[src/rtl/cpu_sequencer_pkg.sv]
// Shared definitions for the multi-cycle sequencer: opcode encodings, the
// opcode field position and the sequencer state enum.
package cpu_pkg;

    localparam int OPC_HI = 15;
    localparam int OPC_LO = 12;

    localparam logic [3:0] OP_ADD   = 4'h8;
    localparam logic [3:0] OP_HALT  = 4'h9;
    localparam logic [3:0] OP_LOAD  = 4'hA;
    localparam logic [3:0] OP_STORE = 4'hB;
    localparam logic [3:0] OP_CLEAR = 4'hC;
    localparam logic [3:0] OP_SKIP  = 4'hD;
    localparam logic [3:0] OP_JUMP  = 4'hE;

    typedef enum logic [2:0] {
        FETCH  = 3'd0,
        DECODE = 3'd1,
        EXEC   = 3'd2,
        MEM    = 3'd3,
        WB     = 3'd4,
        HALTED = 3'd5
    } state_t;

    function automatic logic [3:0] opcode_of(input logic [15:0] ir);
        return ir[OPC_HI:OPC_LO];
    endfunction

    function automatic logic is_legal(input logic [3:0] op);
        return (op >= OP_ADD) && (op <= OP_JUMP);
    endfunction

endpackage

[src/rtl/cpu_sequencer_mem_req_hold.sv]
// Request/ready hold for a memory port: the request stays up for as long as the
// owning phase is active and is forced low the instant reset is asserted.
module mem_req_hold (
    input  logic rst_n_i,
    input  logic active_i,
    input  logic ready_i,
    output logic req_o,
    output logic done_o
);

    // Handshake: a transfer completes on a cycle where req_o=1 and ready_i=1;
    // the requester keeps address/data stable until then.
    assign req_o  = rst_n_i & active_i;
    assign done_o = req_o & ready_i;

endmodule

[src/rtl/cpu_sequencer.sv]
// Multi-cycle sequencer: owns PC and IR, walks FETCH/DECODE/EXEC/MEM/WB and
// gates register-file and PC writes to one cycle per instruction.
module cpu_sequencer
    import cpu_pkg::*;
#(
    parameter int                ADDR_W        = 8,
    parameter logic [ADDR_W-1:0] RESET_PC      = '0,
    parameter int                DECODE_CYCLES = 1
) (
    input  logic              clk,
    input  logic              reset,
    output logic              imem_req,
    output logic [ADDR_W-1:0] imem_addr,
    input  logic [15:0]       imem_rdata,
    input  logic              imem_ready,
    output logic [15:0]       instruction,
    input  logic              cu_reg_write_enable,
    input  logic              cu_pc_write_enable,
    input  logic              cu_jump_enable,
    input  logic              cu_halt,
    output logic              alu_en,
    input  logic              alu_zero,
    output logic              dmem_req,
    output logic              dmem_we,
    output logic [ADDR_W-1:0] dmem_addr,
    input  logic              dmem_ready,
    output logic              rf_we,
    output logic [ADDR_W-1:0] pc,
    output logic              halted,
    output logic              illegal_op,
    output logic [2:0]        dbg_state
);

    localparam int             DCW     = (DECODE_CYCLES > 1) ? $clog2(DECODE_CYCLES) : 1;
    localparam logic [DCW-1:0] DC_LAST = DCW'(DECODE_CYCLES - 1);

    state_t            state_q, state_d;
    logic [ADDR_W-1:0] pc_q, pc_d;
    logic [15:0]       ir_q, ir_d;
    logic [DCW-1:0]    dcnt_q, dcnt_d;
    logic              reg_we_q, reg_we_d;
    logic              pc_we_q, pc_we_d;
    logic              jump_q, jump_d;
    logic              skip_q, skip_d;
    logic [3:0]        op;
    logic              fetch_st, mem_st, imem_done, dmem_done;

    assign op       = opcode_of(ir_q);
    assign fetch_st = (state_q == FETCH);
    assign mem_st   = (state_q == MEM);

    mem_req_hold u_imem_hold (
        .rst_n_i (reset),
        .active_i(fetch_st),
        .ready_i (imem_ready),
        .req_o   (imem_req),
        .done_o  (imem_done)
    );

    mem_req_hold u_dmem_hold (
        .rst_n_i (reset),
        .active_i(mem_st),
        .ready_i (dmem_ready),
        .req_o   (dmem_req),
        .done_o  (dmem_done)
    );

    always_ff @(posedge clk or negedge reset) begin
        if (!reset) begin
            state_q  <= FETCH;
            pc_q     <= RESET_PC;
            ir_q     <= '0;
            dcnt_q   <= '0;
            reg_we_q <= 1'b0;
            pc_we_q  <= 1'b0;
            jump_q   <= 1'b0;
            skip_q   <= 1'b0;
        end else begin
            state_q  <= state_d;
            pc_q     <= pc_d;
            ir_q     <= ir_d;
            dcnt_q   <= dcnt_d;
            reg_we_q <= reg_we_d;
            pc_we_q  <= pc_we_d;
            jump_q   <= jump_d;
            skip_q   <= skip_d;
        end
    end

    always_comb begin
        state_d    = state_q;
        pc_d       = pc_q;
        ir_d       = ir_q;
        dcnt_d     = dcnt_q;
        reg_we_d   = reg_we_q;
        pc_we_d    = pc_we_q;
        jump_d     = jump_q;
        skip_d     = skip_q;
        alu_en     = 1'b0;
        rf_we      = 1'b0;
        illegal_op = 1'b0;
        case (state_q)
            FETCH: begin
                if (imem_done) begin
                    ir_d    = imem_rdata;
                    dcnt_d  = DC_LAST;
                    state_d = DECODE;
                end
            end
            DECODE: begin
                if (dcnt_q != '0) begin
                    dcnt_d = dcnt_q - 1'b1;
                end else begin
                    // control_unit has had DECODE_CYCLES to settle on the held IR
                    reg_we_d = cu_reg_write_enable;
                    pc_we_d  = cu_pc_write_enable;
                    jump_d   = cu_jump_enable;
                    skip_d   = 1'b0;
                    if (cu_halt) begin
                        state_d = HALTED;
                    end else if (!is_legal(op)) begin
                        illegal_op = 1'b1;
                        state_d    = WB;
                    end else begin
                        case (op)
                            OP_ADD, OP_CLEAR, OP_SKIP: state_d = EXEC;
                            OP_LOAD, OP_STORE:         state_d = MEM;
                            default:                   state_d = WB;
                        endcase
                    end
                end
            end
            EXEC: begin
                alu_en = 1'b1;
                if (op == OP_SKIP) skip_d = alu_zero;
                state_d = WB;
            end
            MEM: begin
                if (dmem_done) state_d = WB;
            end
            WB: begin
                rf_we = reg_we_q && ((op == OP_ADD) || (op == OP_CLEAR) || (op == OP_LOAD));
                if (jump_q) begin
                    pc_d = ir_q[ADDR_W-1:0];
                end else if (pc_we_q) begin
                    pc_d = pc_q + ADDR_W'(1) + ADDR_W'(skip_q);
                end
                state_d = FETCH;
            end
            HALTED: state_d = HALTED;
            default: state_d = FETCH;
        endcase
    end

    assign imem_addr   = pc_q;
    assign instruction = ir_q;
    assign dmem_we     = dmem_req & (op == OP_STORE);
    assign dmem_addr   = ir_q[ADDR_W-1:0];
    assign pc          = pc_q;
    assign halted      = (state_q == HALTED);
    assign dbg_state   = state_q;

endmodule

[config.mk]
export PLATFORM = sky130hd
export DESIGN_NAME = cpu_sequencer
export DESIGN_NICKNAME = d
export VERILOG_FILES = /design/src/rtl/cpu_sequencer_pkg.sv /design/src/rtl/cpu_sequencer_mem_req_hold.sv /design/src/rtl/cpu_sequencer.sv
export SDC_FILE = /design/constraint.sdc
export NUM_CORES = 1
export LEC_CHECK = 0
export BUFFER_PORTS_ARGS = -buffer_cell sky130_fd_sc_hd__clkbuf_2
export CORE_ASPECT_RATIO = 0.5
export CORE_MARGIN = 5
export CORE_UTILIZATION = 51
export DETAILED_ROUTE_END_ITERATION = 10
export PLACE_DENSITY = 0.83
export SLEW_MARGIN = 20
export SYNTH_ARGS = -nofsm -noshare
export SYNTH_HDL_FRONTEND = slang
export SYNTH_SLANG_ARGS = --single-unit
export TNS_END_PERCENT = 20
[constraint.sdc]
create_clock -name clk -period 4.4 [get_ports clk]
set_input_delay 1.1 -clock clk [delete_from_list [all_inputs] [get_ports clk]]
set_output_delay 1.1 -clock clk [all_outputs]
set_load 0.01 [all_outputs]
==> reports/qor.yml, run 1 <==
yosys:
  ys_ff_latch: 31
  yosysTopAreaCellShare_pct: 45.1
  synthCells: 162
  synth-edff-count: 0
  yosysSeqAreaShare_pct: 45.1
  yosys.area.top_type: "dfrtp_1"
  synth_nets: 189
  ys_top_cells_by_area: "dfrtp_1, mux2_4, buf_4"
  synth.cell_area_mm2: 0.00172
  avgSynthCellArea_um2: 10.6
  synthArstFlopShare_pct: 100
  synth.distinct_cells: 38
  synth_warnings: 0
  ys.flop_type: "dfrtp_1"
critical_path:
  critPathKind: "in2out"
  worst_ep_arrival_time_ns: 1.94
  path_max_fanout: 14
  slowest_delay_ns: 0.29
  ff2ff_path_depth: 4
  cp-end-kind: "output port"
  startpoint_type: "input port"
  critical_path.top_delay_family: "simple AND/OR/NAND/NOR gates"
  crit_end: "dmem_we"
  rr_endpoint: "imem_addr[4]"
  crit_start: "reset"
  cp_common_cell: "clkbuf_2"
  ff2ff_setup_slack_ns: 2.47
  cp_num_buf_inv: 2
  worst-path-stages: 4
  crit_required_ns: 3.30
  r2r_start: "dbg_state[0]"
  crit_chain: "clkbuf_2 > and3_1 > and4_1 > clkbuf_2"
  critPathSlowestCell: "clkbuf_2"
clock_network:
  numCtsBuffers: 5
  clockRootBuffer: "clkbuf_8"
  postCtsHoldBufs: 0
  postCtsSetupBuffers: 0
  ctsResizeCount: 0
  worstSkewPairLatency_ns: 0.28
  path_clk_slew_ns: 0.06
  cts_buffer_depth: 2
  cts_tree: "done"
  h-tree-depth: 2
  clock_sinks: 31
worst_hold_path:
  holdCritPathClass: "reg2reg"
detailed_routing:
  vias_per_cell: 5.29
  drc: 0
  antenna_left: 0
  drt_iter0_markers: 61
  wl_per_cell_um: 15.0
  wl_um: 3960
  vias: 1397
  drt_first_pass_iters: 5
sta:
  maxSlewHeadroom_pct: 67.2
  skew_ns: 0.00342
  tns_ns: 0
  period_needed_ns: 3.04
  clock.fmax_ghz: 0.329
  rsz0062_at_grt: "no"
  finalMaxSlewViolations: 0
  worstMarginPinSlew_ns: 0.491
  setup_viol: 0
  fin_crit_sh_pct: 69.1
  final_hold_viol_count: 0
  finalWorstSetupSlack_ns: 1.36
placement:
  placed_cell_area_mm2: 0.00199
  portBuffers: 74
  dp_slack_ns: 1.35
  dpl.hpwl_um: 3070
  gp_congestion: 0.815
power:
  finalPower_uw: 1490
  p_leak_uw: 0.00110
  peakVddDrop_uv: 306
  power_density_mw_per_mm2: 720
floorplan:
  start_util_pct: 55.2
  ios: 75
  core_area_mm2: 0.00312
  die_area_mm2: 0.00471
  die_y_um: 51.1
  rows: 14
  die_x_um: 92.1
cells_and_area:
  diodes: 0
  mostFrequentLayoutCells: "clkbuf_2, dfrtp_1, nand2_1"
  fin_nets: 250
  stdcell_area_mm2: 0.00207
  final_common_cell: "clkbuf_2"
  drive_gt1_share_pct: 45.5
  area_growth_pct: 20.6
grt:
  grt_overflow: 0
  grt_max_degree: 23
  grt_pass1_vias: 1396
  grt_usage_pct: 18.2
  antenna_found_initial: 0
  grt_pass1_wl_um: 6760
run:
  drv_cap: 0
run_status:
  status: "completed"
## sequential cells by signal (all words and copies together) (netlist names)
signal       cells
instruction     16
imem_addr        8
dbg_state        3
jump_q           1
pc_we_q          1
reg_we_q         1
skip_q           1
## metrics by stage
step	hold WS, ns	instances	utilization (%)
6_report	0.505	264	66.5
5_1_grt	0.532	264	66.5
4_1_cts	0.507	264	66.5
3_5_place_dp	0.493	256	63.9
3_3_place_gp	0.463	256	63.9
2_1_floorplan	0.446	162	-
## worst reg2reg max path, cell delays in order, from the launching register on
cell and delay [ns]:
dfrtp_1 0.55, nor3b_4 0.51, o21ai_2 0.21, or4_1 0.50
nand3_1 0.09
## logic make-up after synthesis
| logic type | synth area share, % |
|---|---|
| buffers and inverters | 10.1 |
| flip-flops | 45.1 |
| AO/OA/AOI/OAI | 10.1 |
| multiplexers | 13.2 |
| adder cells (fa/ha/maj) | 1.45 |
| AND/OR/NAND/NOR | 20.0 |
## per-layer routing
| metal | wire length, um | part of all wire [%] | vias up | global-route usage, % |
|---|---|---|---|---|
| met5 | 0 | 0 | - | 0 |
| met4 | 53 | 1.3 | 0 | 6.65 |
| met3 | 230 | 5.8 | 5 | 4.40 |
| met2 | 1970 | 50 | 39 | 31.0 |
| met1 | 1710 | 43 | 665 | 23.0 |
| li1 | - | - | 688 | - |
## cells in the mapped netlist, types with 2 or more instances
library cell	number
inv_1	5
dfrtp_1	31
nor3_1	4
nand3_1	8
o22a_1	2
and3_1	5
a21oi_1	4
o21ai_0	5
ha_1	2
nor2_1	9
nand4_1	3
and4b_1	2
buf_6	2
buf_4	16
and4_1	2
mux2_4	10
a21o_1	2
a211oi_1	3
o22ai_1	4
clkbuf_1	2
mux2_2	6
nand2_1	19
## worst min path at each step
stage	cells after the start	start	endpoint	slack, ns
3_3_place_gp	2	reg_we_q	reg_we_q	0.46
6_report	1	instruction[10]	instruction[10]	0.51
5_1_grt	1	instruction[10]	instruction[10]	0.53
4_1_cts	1	instruction[10]	instruction[10]	0.51
3_5_place_dp	1	instruction[10]	instruction[10]	0.49
2_1_floorplan	2	reg_we_q	reg_we_q	0.45
## final cells by class
| cell class | instances | area, um^2 |
|---|---|---|
| Multi-Input combinational cell | 105 | 771 |
| Tap cell | 40 | 50.0 |
| Sequential cell | 31 | 776 |
| Clock buffer | 7 | 76.3 |
| Fill cell | 274 | 1040 |
| Timing Repair Buffer | 75 | 378 |
| Clock inverter | 1 | 5.00 |
| Inverter | 5 | 18.8 |
## report_power, final
group          total (uW)  leakage [uW]  switching (uW)  internal, uW
combinational         684      0.000676             344           340
clock                 213     0.0000422             103           111
sequential            597      0.000379             184           413
(Power assumes the default switching activity.)
==> run 2, diff against run 1 <==
CORE_UTILIZATION = 47   (was 51)
PLACE_DENSITY = 0.77   (was 0.83)
clock period = 3.1 ns   (was 4.4 ns; I/O delays follow)
==> run 2 against run 1 <==
  * Worst setup slack worse by 0.77 ns
  * Clock skew is 0.0011 ns lower
  * Critical path type is now reg2out
  * Worst hold slack got worse by 0.17 ns
  * Global-route usage down 1.7 points
==> reports/qor.yml, run 2 (synthesis gave the netlist of run 1 again) <==
floorplan:
  die_area_mm2: 0.00504
  ios: 75
  die_y_um: 52.8
  core_area_mm2: 0.00347
  rows: 15
  start_util_pct: 49.5
  die_x_um: 95.6
critical_path:
  critPathKind: "reg2out"
  r2r_start: "dbg_state[0]"
  cp_num_buf_inv: 1
  ff2ff_setup_slack_ns: 1.16
  critical_path.top_delay_family: "simple AND/OR/NAND/NOR gates"
  rr_endpoint: "imem_addr[4]"
  crit_required_ns: 2.32
  crit_chain: "nor3b_4 > nand4_1 > nor2_1 > clkbuf_2"
  ff2ff_path_depth: 4
  startpoint_type: "register"
  cp-end-kind: "output port"
  worst_ep_arrival_time_ns: 1.73
  slowest_delay_ns: 0.55
  path_max_fanout: 13
  critPathSlowestCell: "dfrtp_1"
grt:
  grt_usage_pct: 16.5
  antenna_found_initial: 0
  grt_max_degree: 28
  grt_pass1_vias: 1327
  grt_overflow: 0
  grt_pass1_wl_um: 6270
power:
  peakVddDrop_uv: 449
  p_leak_uw: 0.00112
  power_density_mw_per_mm2: 1050
detailed_routing:
  vias_per_cell: 5.23
  antenna_left: 0
  drt_iter0_markers: 48
  wl_per_cell_um: 14.5
  vias: 1438
  drt_first_pass_iters: 4
  wl_um: 3990
  drc: 0
worst_hold_path:
  holdCritPathClass: "in2async"
run:
  drv_cap: 0
placement:
  dpl.hpwl_um: 3040
  gp_congestion: 0.903
  portBuffers: 74
  place_inst: 267
cells_and_area:
  mostFrequentLayoutCells: "clkbuf_2, dfrtp_1, nand2_1"
  fin_nets: 250
  diodes: 0
  fillers: 316
  final_common_cell: "clkbuf_2"
  register_area_um2: 776
  area_growth_pct: 23.5
  largest_register_ffs: 16
  stdcell_count: 275
  multi_input_area_um2: 771
  drive_gt1_share_pct: 46.4
sta:
  worstMarginPinSlew_ns: 0.492
  finalMaxSlewViolations: 0
  period_needed_ns: 2.51
  skew_ns: 0.00232
  maxSlewHeadroom_pct: 67.2
  clock.fmax_ghz: 0.399
  final_hold_viol_count: 0
  fin_crit_sh_pct: 80.9
  rsz0062_at_grt: "no"
  tns_ns: 0
  setup_viol: 0
clock_network:
  postCtsSetupBuffers: 0
  clock_sinks: 31
  h-tree-depth: 2
  clockRootBuffer: "clkbuf_8"
  cts_buffer_depth: 2
  ctsResizeCount: 0
  cts_tree: "done"
  postCtsHoldBufs: 0
  worstSkewPairLatency_ns: 0.28
  numCtsBuffers: 5
  path_clk_slew_ns: 0.06
run_status:
  status: "completed"
==> run 2: cell count changes in the layout (fill, tap and decap cells not counted) <==
cell	previous run	this run
clkbuf_8	5	6
bufinv_16	0	1
clkbuf_1	2	0
==> run 2: per-stage QoR <==
step	setup WS (ns)	instance area [um^2]	power [uW]	utilization [%]	hold slack, ns
finish	0.593	2120	2230	61.2	0.332
global route	0.399	2120	2390	61.2	0.331
CTS	0.591	2120	2250	61.2	0.330
detailed placement	0.804	2010	1840	57.8	0.468
global placement	0.826	2010	1800	57.8	0.471
floorplan	1.02	1720	1560	-	0.446
==> run 2: power breakdown <==
| group | total, uW | leakage [uW] | internal (uW) | switching [uW] |
|---|---|---|---|---|
| Sequential | 847 | 0.000379 | 586 | 261 |
| Combinational | 971 | 0.000676 | 482 | 488 |
| Clock | 408 | 0.0000612 | 260 | 149 |
| Total | 2230 | 0.00112 | 1330 | 898 |
==> run 2: worst max-delay path by stage <==
stage | startpoint | to | slack [ns] | cells after the start
floorplan | dbg_state[1] | dmem_we | 1.02 | 4
detailed placement | reset | dmem_we | 0.80 | 4
CTS | dbg_state[0] | rf_we | 0.59 | 4
global route | dbg_state[0] | rf_we | 0.40 | 4
finish | dbg_state[0] | rf_we | 0.59 | 4
global placement | reset | dmem_we | 0.83 | 4
==> run 2: worst reg2reg max path: cells and delay by family, from the launching register on <==
family,cells,cell delay [ns]
AOI/OAI and AO/OA,1,0.22
DFF,1,0.55
and+or+nand+nor,3,1.11
==> run 2: metal layers <==
layer  wire, um  global-route usage (%)  vias to the layer above
met5          0                       0                        -
met4         48                    6.84                        0
met3        210                    5.02                        7
met2       1960                    27.3                       42
met1       1770                    20.2                      696
li1           -                       -                      693
==> run 2: cell type report <==
type,count,share of cell area (%)
Sequential cell,31,36.5
Multi-Input combinational cell,105,36.3
Timing Repair Buffer,75,17.8
Clock buffer,6,3.89
Tap cell,51,3.00
Clock inverter,2,1.65
Inverter,5,0.883
==> run 3, diff against run 2 <==
clock period = 2.4 ns   (was 3.1 ns; I/O delays follow)
==> run 3 against run 2 <==
  * Combinational power grew 31%
  * Clock skew up 0.0011 ns
  * First-iteration DRC count increased by 35%
  * Clock-buffer cell count stayed put
  * Critical endpoint is now illegal_op
==> reports/qor.yml, run 3 (synthesis gave the netlist of run 1 again) <==
worst_hold_path:
  holdCritPathClass: "in2async"
run_status:
  status: "completed"
grt:
  grt_pass1_vias: 1332
  antenna_found_initial: 0
  grt_max_degree: 26
  grt_pass1_wl_um: 6310
  grt_usage_pct: 16.7
  grt_overflow: 0
critical_path:
  critPathKind: "reg2out"
  cp-end-kind: "output port"
  crit_chain: "nor2_1 > nand2_1 > a211oi_1 > clkbuf_2"
  crit_required_ns: 1.80
  path_max_fanout: 10
  slowest_delay_ns: 0.50
  worst_ep_arrival_time_ns: 1.64
  critPathSlowestCell: "dfrtp_1"
  startpoint_type: "register"
cells_and_area:
  fin_nets: 251
  mostFrequentLayoutCells: "clkbuf_2, dfrtp_1, nand2_1"
  largest_register_ffs: 16
  stdcell_area_mm2: 0.00213
  final_common_cell: "clkbuf_2"
  drive_gt1_share_pct: 47.1
  area_growth_pct: 24.0
  fillers: 316
  diodes: 0
clock_network:
  numCtsBuffers: 5
  cts_buffer_depth: 2
  clock_sinks: 31
  path_clk_slew_ns: 0.07
  cts_tree: "done"
  h-tree-depth: 2
  worstSkewPairLatency_ns: 0.28
  postCtsSetupBuffers: 0
  clockRootBuffer: "clkbuf_8"
  postCtsHoldBufs: 0
sta:
  final_hold_viol_count: 0
  tns_ns: 0
  setup_viol: 0
  maxSlewHeadroom_pct: 67.9
  period_needed_ns: 2.24
  fin_crit_sh_pct: 93.5
  skew_ns: 0.00338
  worstMarginPinSlew_ns: 0.482
  clock.fmax_ghz: 0.446
  finalMaxSlewViolations: 0
  rsz0062_at_grt: "no"
floorplan:
  die_x_um: 95.6
  die_y_um: 52.8
  start_util_pct: 49.5
  die_area_mm2: 0.00504
  core_area_mm2: 0.00347
  ios: 75
  rows: 15
detailed_routing:
  wl_per_cell_um: 14.5
  antenna_left: 0
  drt_first_pass_iters: 4
  wl_um: 4000
  vias: 1437
  drt_iter0_markers: 65
  vias_per_cell: 5.21
  drc: 0
placement:
  placed_cell_area_mm2: 0.00201
  dpl.hpwl_um: 2990
  portBuffers: 74
  gp_congestion: 0.835
run:
  drv_cap: 0
power:
  p_leak_uw: 0.00112
  power_density_mw_per_mm2: 1360
  peakVddDrop_uv: 500
## run 3: area by class of cell
| cell class | count | area [um^2] | area share [%] |
|---|---|---|---|
| Clock buffer | 6 | 82.6 | 3.87 |
| Clock inverter | 2 | 35.0 | 1.64 |
| Multi-Input combinational cell | 105 | 771 | 36.1 |
| Tap cell | 51 | 63.8 | 2.99 |
| Timing Repair Buffer | 76 | 385 | 18.1 |
| Sequential cell | 31 | 777 | 36.4 |
| Inverter | 5 | 18.8 | 0.880 |
## run 3: metal layers
| layer | track usage (%) | wire (um) | vias to the layer above |
|---|---|---|---|
| met2 | 28.4 | 1930 | 42 |
| met4 | 7.78 | 48 | 0 |
| met1 | 19.7 | 1800 | 698 |
| met5 | 0 | 0 | - |
| met3 | 4.73 | 219 | 5 |
| li1 | - | - | 692 |
## run 3: worst paths after layout
path                              endpoint           start  cells after the start  slack, ns
setup / recovery                illegal_op    dbg_state[2]                      4       0.16
hold / removal             instruction[13]           reset                      1       0.17
setup reg to reg              imem_addr[4]    dbg_state[0]                      5       0.62
hold reg to reg             instruction[9]  instruction[9]                      1       0.51
max in group asynchronous     dbg_state[1]           reset                      2       1.62
min in group clk            instruction[9]  instruction[9]                      1       0.51
## run 3: repair_timing
action,4_1_cts,5_1_grt
hold endpoints to repair,0,0
setup endpoints to repair,0,1
gates resized for setup,0,1
## run 3: per-stage QoR
step / setup slack [ns] / power, uW / utilization (%) / std cells / hold slack [ns]
2_1_floorplan: 0.492 / 2020 / - / 162 / 0.304
3_3_place_gp: 0.436 / 2330 / 58.0 / 268 / 0.462
3_5_place_dp: 0.413 / 2380 / 58.0 / 268 / 0.473
4_1_cts: 0.0811 / 2930 / 61.4 / 276 / 0.171
5_1_grt: 0.0137 / 3110 / 61.4 / 276 / 0.178
6_report: 0.156 / 2900 / 61.4 / 276 / 0.168
## run 3: worst max-delay path, delay by kind of cell, from the launching register on
kind	cells	cell delay, ns
buf+inv	1	0.18
compound gates	1	0.29
flops	1	0.50
simple gates	2	0.40
## run 3: report_power, final
| part | total [uW] | switching, uW | leakage [uW] | internal (uW) |
|---|---|---|---|---|
| combinational | 1270 | 634 | 0.000681 | 634 |
| clock | 533 | 198 | 0.0000612 | 336 |
| sequential | 1100 | 341 | 0.000377 | 758 |
